$ cat src/rtl/stack_pointer_pkg.sv
// Shared calculator definitions for the stack pointer and the control-unit decoder.
package stack_pointer_pkg;

  localparam int unsigned SP_WIDTH = 16;
  localparam logic [SP_WIDTH-1:0] SP_RESET = 16'h01FF;

  typedef enum logic [1:0] {
    SP_HOLD = 2'b00,
    SP_INC  = 2'b01,
    SP_DEC  = 2'b10
  } sp_op_e;

  // Simultaneous inc and dec cancel out, so both map to hold.
  function automatic sp_op_e sp_decode(input logic inc, input logic dec);
    sp_op_e op;
    case ({inc, dec})
      2'b10:   op = SP_INC;
      2'b01:   op = SP_DEC;
      default: op = SP_HOLD;
    endcase
    return op;
  endfunction

endpackage

$ cat src/rtl/stack_pointer.sv
// Top-of-stack address register; stack grows downward from the reset value.
module stack_pointer
  import stack_pointer_pkg::*;
#(
  parameter int unsigned          WIDTH       = SP_WIDTH,
  parameter logic [WIDTH-1:0]     RESET_VALUE = SP_RESET
) (
  input  logic             CLK,
  input  logic             RST,
  input  logic             INC,
  input  logic             DEC,
  output logic [WIDTH-1:0] OUT
);

  sp_op_e op;

  assign op = sp_decode(INC, DEC);

  // Wrap-around is intentional; bounds checking lives in the control unit.
  always_ff @(posedge CLK or posedge RST) begin
    if (RST) begin
      OUT <= RESET_VALUE;
    end else begin
      case (op)
        SP_INC:  OUT <= OUT + WIDTH'(1);
        SP_DEC:  OUT <= OUT - WIDTH'(1);
        default: OUT <= OUT;
      endcase
    end
  end

endmodule

$ cat config.mk
export PLATFORM = sky130hd
export DESIGN_NAME = stack_pointer
export DESIGN_NICKNAME = d
export VERILOG_FILES = /design/src/rtl/stack_pointer_pkg.sv /design/src/rtl/stack_pointer.sv
export SDC_FILE = /design/constraint.sdc
export NUM_CORES = 1
export LEC_CHECK = 0
export CORE_MARGIN = 2
export CORE_UTILIZATION = 40
export DETAILED_ROUTE_END_ITERATION = 10
export GPL_TIMING_DRIVEN = 0
export REMOVE_ABC_BUFFERS = 1
export SETUP_SLACK_MARGIN = 0.05
export SLEW_MARGIN = 30
export SYNTH_ARGS = -nofsm -noshare
export SYNTH_HDL_FRONTEND = slang
export SYNTH_SLANG_ARGS = --single-unit
$ cat constraint.sdc
create_clock -name CLK -period 2.75 [get_ports CLK]
set_input_delay 0.4125 -clock CLK [delete_from_list [all_inputs] [get_ports CLK]]
set_output_delay 0.4125 -clock CLK [all_outputs]
set_load 0.05 [all_outputs]
==> impl_metrics.ini, run 1 <==
[run_status]
status = finished clean

[sta]
post-route-period-util = 0.940
worstMarginPinSlew_ns = 0.768
fmax_ghz = 0.387
drv_slew = 0
clock_skew_ns = 0.00379
slew-limit-headroom = 0.483
rsz0062_at_grt = yes
setup_viol = 0
finalHoldViolCount = 0
fin_hold_ws_ns = 0.478
setup_tns_ns = 0
period_needed_ns = 2.59

[clock_tree]
htree_levels = 1
postCtsHoldBufs = 0
cts_tree = yes
clk_pin_slew_worst_paths_ns = 0.07
cts_buffer_depth = 2
clock-root-buffer = clkbuf_8
clk_latency_ns = 0.26
cts.sinks = 16
cts_made_buffers = 3

[floorplanning]
io_pins = 20
coreArea_sq_mm = 0.00409
dieArea_sq_mm = 0.00489
num_rows = 23
die_height_um = 69.9
start_util = 0.426
dieWidth_um = 69.9

[placement]
place_congestion = 0.838
dp_hpwl_um = 2910
port-buffer-count = 19
dp_cells = 252

[cells_and_area]
layout_common_cells = clkdlybuf4s50_1 (18), nor2_1 (16), xnor2_1 (16), nand2_1 (12)
fillers = 414
drive_above_1_share = 0.188
seqCellArea_sq_um = 412
regMostFlops = OUT
largest_register_ffs = 16
utilization = 0.482
area_delta_synth_final_pct = 13.2
nNetsFinal = 221
num_antenna_cells = 0
largestRegisters = OUT (16)
multi_input_area_sq_mm = 0.00116
final_common_cell = clkdlybuf4s50_1
instances_no_fill = 263

[synth]
yosys_warnings = 0
synth_edf_count = 0
synth_seq_cells = 16
synth_area_per_cell_sq_um = 8.61
synth_sequential_area_ratio = 0.237
async_reset_ff_frac = 1.00
synthesis.area_sq_mm = 0.00174
synth_cell_types = 68
netlist_instances = 202
synth_ff_type = dfstp_2

[drt]
vias = 1633
drc = 0
wl_per_cell_um = 17.3
drt-initial-drc-count = 77
routed_wl_um = 4550
first_pass_iters = 4
postRouteAntennaNets = 0
vias_per_cell = 6.21

[global_route]
grt_pass1_vias = 1558
use_met3 = 0.0173
grt_pass1_wl_um = 7760
gr-usage-met1 = 0.268
gr-max-usage-layer = met2
grt_util_all_layers = 0.193
gr-usage-met2 = 0.317
grt_max_degree = 23
grt_overflow = 0
antenna_found_initial = 0

[power_and_ir_drop]
power_frac_comb = 0.598
switching_share = 0.536
internal_power_w = 0.00108
p_leak_nw = 0.736
p_switching_w = 0.00125
powerDensity_mw_per_mm2 = 1190
peakVddDrop_uv = 538
power_frac_seq = 0.316
p_clk_frac = 0.086

[critical_path]
critPathLaunch = DEC
path_max_fanout = 4
end_kind = flip-flop
worst_ep_required_time_ns = 2.92
r2r-start = OUT[1]
crit_arrival_ns = 2.76
worst-setup-path-type = in2reg
startpoint_type = input port

[flow_run]
cap_violations = 0

[hold_path]
min_from = OUT[15]
hold_class = reg2reg
## routing by layer
metal  part of all wire  vias up
li1                   -      766
met1               0.47      817
met2               0.49       46
met3              0.032        4
met4              0.010        0
met5                  0        -
## critical path, cell delays in order
cell	delay, ns
clkdlybuf4s50_1	0.47
ha_4	0.20
xor2_1	0.16
ha_2	0.20
nand4bb_1	0.10
nand4_1	0.26
a22o_1	0.33
buf_4	0.15
o2111ai_1	0.06
nand3_1	0.13
nor4b_2	0.27
## cell type report
class / count / share of cell area
multi-input cells: 157 / 0.589
flip-flops and latches: 16 / 0.209
repair buffers: 26 / 0.128
well taps: 50 / 0.0318
clock buffers: 4 / 0.0229
inverters: 10 / 0.0191
## worst paths after layout
kind,endpoint,slack (ns),cells past startpoint
worst max-delay path,OUT[14],0.16,11
worst min register to register,OUT[15],0.48,1
worst min-delay path,OUT[15],0.48,1
max in group asynchronous,OUT[10],1.75,2
min in group asynchronous,OUT[15],0.56,2
worst max register to register,OUT[14],0.38,9
## metrics by stage
step / power (W) / setup slack [ns] / instance area (sq um)
after floorplan: 0.00165 / -0.179 / 1570
after global placement: 0.00205 / -1.15 / 1820
after detailed placement: 0.00207 / -0.767 / 1820
after CTS: 0.00232 / 0.103 / 1950
after global routing: 0.00249 / 0.00890 / 1970
final: 0.00234 / 0.164 / 1970
## cells in the mapped netlist, types with 3 or more instances
cell,instances,area share
dfrtp_1,7,0.10
nor2b_1,3,0.011
xnor2_1,16,0.081
inv_1,10,0.022
nand3_1,3,0.0086
o21ai_0,9,0.026
nand2b_1,3,0.011
nand4b_1,4,0.020
dfstp_2,9,0.14
xor2_1,4,0.020
o22ai_1,3,0.011
a21oi_1,9,0.026
o211ai_1,4,0.017
ha_1,3,0.022
nor3_1,5,0.014
nand2_1,12,0.026
clkbuf_1,5,0.011
nor4_1,4,0.014
mux2i_1,5,0.029
clkbuf_8,5,0.040
buf_6,4,0.026
nor2_1,16,0.035
o21ai_1,3,0.0086
## cell families after synthesis
kind of cell	after synthesis	synth area share
adders and majority gates	3	0.0216
xor gates and xnor gates	20	0.101
buffers and inverters	29	0.119
AOI/OAI and AO/OA	58	0.245
and+or+nand+nor	69	0.235
muxes	7	0.0417
DFF	16	0.237
## power by group through the flow
| stage | combinational [W] | clock (W) | sequential (W) |
|---|---|---|---|
| 2_1_floorplan | 0.000575 | 0 | 0.00108 |
| 3_3_place_gp | 0.00132 | 0 | 0.000727 |
| 3_5_place_dp | 0.00134 | 0 | 0.000738 |
| 4_1_cts | 0.00138 | 0.000205 | 0.000736 |
| 5_1_grt | 0.00149 | 0.000214 | 0.000784 |
| 6_report | 0.00140 | 0.000200 | 0.000739 |
## what timing repair did
| action | in CTS | in global routing |
|---|---|---|
| buffers inserted | 6 | 1 |
| endpoints found under the setup margin | 10 | 4 |
| pin swaps | 2 | 4 |
| resized for setup | 4 | 5 |
No activity file was read; power rests on OpenSTA's default activity.
==> run 2: changes to the inputs <==
ABC_AREA = 1   (was default)
MAX_ROUTING_LAYER = met4   (was default)
SETUP_SLACK_MARGIN = default   (was 0.05)
==> run 2 against run 1 <==
Via count rose by 8.3%. Final cell count rose by 39%. Worst setup slack better by 0.12 ns. Maximum frequency increased by 4.7%.
==> impl_metrics.ini, run 2 <==
[critical_path]
r2r_end = OUT[12]
crit_arrival_ns = 2.61
critPathLaunch = INC
r2r_cells = 12
r2r_slack_ns = 0.75
startpoint_type = input port
worst_ep_required_time_ns = 2.89
r2r-start = OUT[1]
end_kind = flip-flop
worst-setup-path-type = in2reg
path_max_fanout = 16

[sta]
clock_skew_ns = 0.00191
fmax_ghz = 0.405
fin_hold_ws_ns = 0.522
drv_slew = 0
setup_tns_ns = 0
slew-limit-headroom = 0.560
rsz0062_at_grt = no
layout_setup_ws_ns = 0.281
finalHoldViolCount = 0
worstMarginPinSlew_ns = 0.660
setup_viol = 0
period_needed_ns = 2.47
post-route-period-util = 0.898

[floorplanning]
io_pins = 20
dieArea_sq_mm = 0.00482
num_rows = 23
coreArea_sq_mm = 0.00406
dieWidth_um = 69.4
start_util = 0.422
die_height_um = 69.4

[synth]
synth_ff_type = dfstp_2
synth_top_family_by_area = simple AND/OR/NAND/NOR gates
netlist_top_cells_count = nand2_1 (117), inv_1 (44), nand3_1 (36), nor2_1 (22), a21oi_1 (11)
netlist_instances = 297
yosysMostFrequentCell = nand2_1
synth_edf_count = 0
synth_top_cell_by_area = nand2_1
synth_area_per_cell_sq_um = 5.76
synth_xor_xnor_area_share = 0.0300
synthSimpleGateAreaFrac = 0.499
async_reset_ff_frac = 1.00
synthMuxAreaShare = 0
yosys-top-cells-area = nand2_1 (26%), dfstp_2 (14%), nand3_1 (11%)
synth_fa_ha_area_frac = 0.0219
synth_cell_types = 28
yosys_warnings = 0
synth_sequential_area_ratio = 0.240
synthesis.area_sq_mm = 0.00171
synth_seq_cells = 16
yosys.area.top_type_share = 0.257
synth-compound-area-share = 0.0702

[placement]
post-place-ws_ns = -0.513
place_congestion = 0.858
port-buffer-count = 19
place_area_sq_mm = 0.00191
dp_hpwl_um = 3150

[drt]
wl_met1_um = 2150
routed_wl_um = 4300
dr.max_layer_used = met4
vias = 1769
drc = 0
wl_met2_um = 1920
wl_met3_um = 175
postRouteAntennaNets = 0
wl_per_cell_um = 11.8
first_pass_iters = 4
drt-initial-drc-count = 89
vias_per_cell = 4.85

[cells_and_area]
final_common_cell = nand2_1
nNetsFinal = 323
fillers = 448
regMostFlops = OUT
largestRegisters = OUT (16)
num_antenna_cells = 0
seqCellArea_sq_um = 412
fin_area_sq_mm = 0.00198
drive_above_1_share = 0.111
largest_register_ffs = 16
area_delta_synth_final_pct = 15.9
multi_input_area_sq_mm = 0.00108
layout_common_cells = nand2_1 (117), inv_1 (43), nand3_1 (36), nor2_1 (22), clkdlybuf4s50_1 (19)

[clock_tree]
cts.sinks = 16
postCtsHoldBufs = 0
htree_levels = 1
clock-root-buffer = clkbuf_8
cts_buffer_depth = 2
clk_pin_slew_worst_paths_ns = 0.07
clk_latency_ns = 0.25
cts_tree = yes
cts_made_buffers = 3

[power_and_ir_drop]
p_leak_nw = 1.06
powerDensity_mw_per_mm2 = 1150
peakVddDrop_uv = 570

[hold_path]
hold_depth = 2
min_from = OUT[1]
hold_end = OUT[1]
hold_class = reg2reg

[flow_run]
cap_violations = 0

[global_route]
grt_max_degree = 20
grt_pass1_vias = 1669
antenna_found_initial = 0
grt_overflow = 0
grt_util_all_layers = 0.198
grt_pass1_wl_um = 7560

[run_status]
status = finished clean
-- run 2: cell families (layout without fill, tap and decap cells) --
family,count (synthesis),count (layout)
AO/OA/AOI/OAI,23,23
XOR/XNOR,5,5
adder cells (fa/ha/maj),3,3
buffers and inverters,54,72
flip-flops,16,16
AND/OR/NAND/NOR,196,196
-- run 2: through the flow --
stage / total power [W] / std cells / util
final: 0.00228 / 365 / 0.489
after global routing: 0.00249 / 365 / 0.489
after CTS: 0.00230 / 364 / 0.487
after detailed placement: 0.00209 / 359 / 0.470
after global placement: 0.00207 / 359 / 0.469
after floorplan: 0.00169 / 290 / -
-- run 2: worst max-delay path by stage --
stage                    to  slack, ns  cells after the start
finish              OUT[12]       0.28                     16
global route        OUT[12]       0.04                     17
CTS                 OUT[12]       0.14                     16
detailed placement  OUT[12]      -0.51                     16
global placement    OUT[14]      -0.95                     15
floorplan           OUT[12]       0.13                     16
-- run 2: area by class of cell --
| class | instances | share of cell area |
|---|---|---|
| timing repair buffer | 21 | 0.105 |
| tap | 50 | 0.0315 |
| inverter | 47 | 0.0908 |
| sequential | 16 | 0.207 |
| clock buffer | 4 | 0.0227 |
| multi-input combinational | 227 | 0.542 |
-- run 2: worst max-delay path, cell delays in order --
cell,delay (ns)
clkdlybuf4s50_1,0.45
inv_1,0.07
ha_4,0.25
clkinvlp_4,0.13
nand2_1,0.05
nand2_1,0.09
inv_1,0.05
ha_1,0.16
a21oi_1,0.26
nor2_1,0.09
nand2_1,0.09
nand2_1,0.10
nand3_1,0.11
nand4_1,0.08
nand3_1,0.13
nand2_1,0.08
-- run 2: metal layers --
layer / up-vias / global-route usage
li1: 947 / -
met1: 786 / 0.251
met2: 32 / 0.328
met3: 4 / 0.0349
met4: 0 / 0.0479
met5: - / -
-- run 2: power breakdown --
group	total (W)	switching, W	internal, W
clock	0.000193	0.0000896	0.000103
sequential	0.000561	0.000158	0.000402
combinational	0.00153	0.00101	0.000515
-- run 2: what timing repair did --
action | in CTS | in global routing
setup buffers | 1 | 1
gates resized for setup | 2 | 0
setup endpoints to repair | 7 | 3
hold endpoints to repair | 0 | 0
cloned | 0 | 0
==> run 3: changes to the inputs <==
DONT_BUFFER_PORTS = 1   (was default)
==> run 3 against run 2 <==
Die area is the same. Global-route usage down 0.44 points. Maximum frequency increased by 7.2%. Critical path type unchanged. Wire length down 1.4%. Final area down 11%. Worst setup slack better by 0.17 ns. Highest routed layer unchanged. Final cell count decreased by 5.8%.
==> impl_metrics.ini, run 3 (same netlist as run 2, synthesis figures left out) <==
[drt]
vias_per_cell = 4.92
drt-initial-drc-count = 118
drc = 0
routed_wl_um = 4240
postRouteAntennaNets = 0
first_pass_iters = 4
vias = 1692
wl_per_cell_um = 12.3

[cells_and_area]
layout_common_cells = nand2_1 (117), inv_1 (44), nand3_1 (36), nor2_1 (22), a21oi_1 (11)
largestRegisters = OUT (16)
drive_above_1_share = 0.109
instances_no_fill = 344
area_delta_synth_final_pct = 3.51
seqCellArea_sq_um = 412
largest_register_ffs = 16
fillers = 443
multi_input_area_sq_mm = 0.00108
final_common_cell = nand2_1
num_antenna_cells = 0
regMostFlops = OUT
nNetsFinal = 302

[flow_run]
cap_violations = 0

[floorplanning]
die_height_um = 69.4
dieArea_sq_mm = 0.00482
dieWidth_um = 69.4
coreArea_sq_mm = 0.00406
start_util = 0.422
io_pins = 20
num_rows = 23

[power_and_ir_drop]
p_leak_nw = 0.982
peakVddDrop_uv = 566
powerDensity_mw_per_mm2 = 1170
finalPower_w = 0.00208

[sta]
worstMarginPinSlew_ns = 0.692
rsz0062_at_grt = no
period_needed_ns = 2.30
post-route-period-util = 0.838
setup_tns_ns = 0
finalHoldViolCount = 0
setup_viol = 0
slew-limit-headroom = 0.538
fin_hold_ws_ns = 0.132
clock_skew_ns = 0.00810
drv_slew = 0
fmax_ghz = 0.434

[critical_path]
path_max_fanout = 29
crit_arrival_ns = 2.46
crit_chain = inv_1 > ha_4 > inv_1 > nand2_1 > nand2_1 > inv_1 > ha_1 > a21oi_1 > nor2_1 > nand2_1 > nand2_1 > nand3_1 > nand4_1 > nand3_1 > nand2_1
cpMostUsedCell = nand2_1
critPathMaxStageDelay_ns = 0.35
slowest_stage = inv_1
startpoint_type = input port
end_kind = flip-flop
worst-setup-path-type = in2reg
worst_ep_required_time_ns = 2.91

[run_status]
status = finished clean

[clock_tree]
cts.sinks = 16
clk_latency_ns = 0.27
clk_pin_slew_worst_paths_ns = 0.07
clock-root-buffer = clkbuf_8
cts_tree = yes
cts_buffer_depth = 2
htree_levels = 1
cts_made_buffers = 3

[placement]
port-buffer-count = 0
dp_hpwl_um = 3160
dp_cells = 340
place_congestion = 0.856

[global_route]
grt_max_degree = 30
antenna_found_initial = 0
grt_overflow = 0
grt_pass1_vias = 1590
grt_util_all_layers = 0.194
grt_pass1_wl_um = 7330

[hold_path]
hold_class = in2async
run 3: changes by cell type in the layout (fill, tap and decap cells not counted), sizes merged:
cell	change
clkdlybuf4s50	-19
buf	-2
clkinvlp	-1
inv	+1
run 3: area by class of cell:
| cell class | instances | share of cell area |
|---|---|---|
| inverter | 47 | 0.0996 |
| sequential | 16 | 0.232 |
| tap | 50 | 0.0353 |
| clock buffer | 4 | 0.0254 |
| multi-input combinational | 227 | 0.607 |
run 3: stage by stage:
step	instance area [sq um]	worst slack (ns)	util
final	1770	0.446	0.437
after global routing	1770	0.142	0.437
after CTS	1760	0.197	0.434
after detailed placement	1720	-0.0901	0.423
after global placement	1710	-0.555	0.422
after floorplan	1650	0.127	-
run 3: critical path: cells and delay by family:
| family | cells | cell delay, ns |
|---|---|---|
| buffers and inverters | 3 | 0.45 |
| AOI/OAI and AO/OA | 1 | 0.26 |
| and+or+nand+nor | 9 | 0.88 |
| adders and majority gates | 2 | 0.45 |
run 3: worst paths after layout:
check	start	to	slack [ns]	depth (start not counted)
max in group asynchronous	RST	OUT[11]	2.18	1
max reg2reg	OUT[1]	OUT[12]	0.54	12
min reg2reg	OUT[0]	OUT[0]	0.65	1
max	INC	OUT[12]	0.45	15
min in group CLK	OUT[0]	OUT[0]	0.65	1
min	RST	OUT[15]	0.13	1
run 3: repair_timing:
action,4_1_cts,5_1_grt
resized for setup,0,1
hold buffers,0,0
buffers inserted,0,0
setup endpoints to repair,0,3
run 3: report_power, final:
group | switching [W] | internal [W]
clock network | 0.0000993 | 0.000104
registers | 0.000587 | 0.000405
logic | 0.000563 | 0.000322
total | 0.00125 | 0.000831
run 3: per-layer routing:
layer | GRT usage | vias up | part of all wire
met3 | 0.0247 | 5 | 0.036
met5 | - | - | 0
li1 | - | 907 | -
met4 | 0.0654 | 0 | 0.015
met2 | 0.302 | 33 | 0.44
met1 | 0.259 | 747 | 0.51
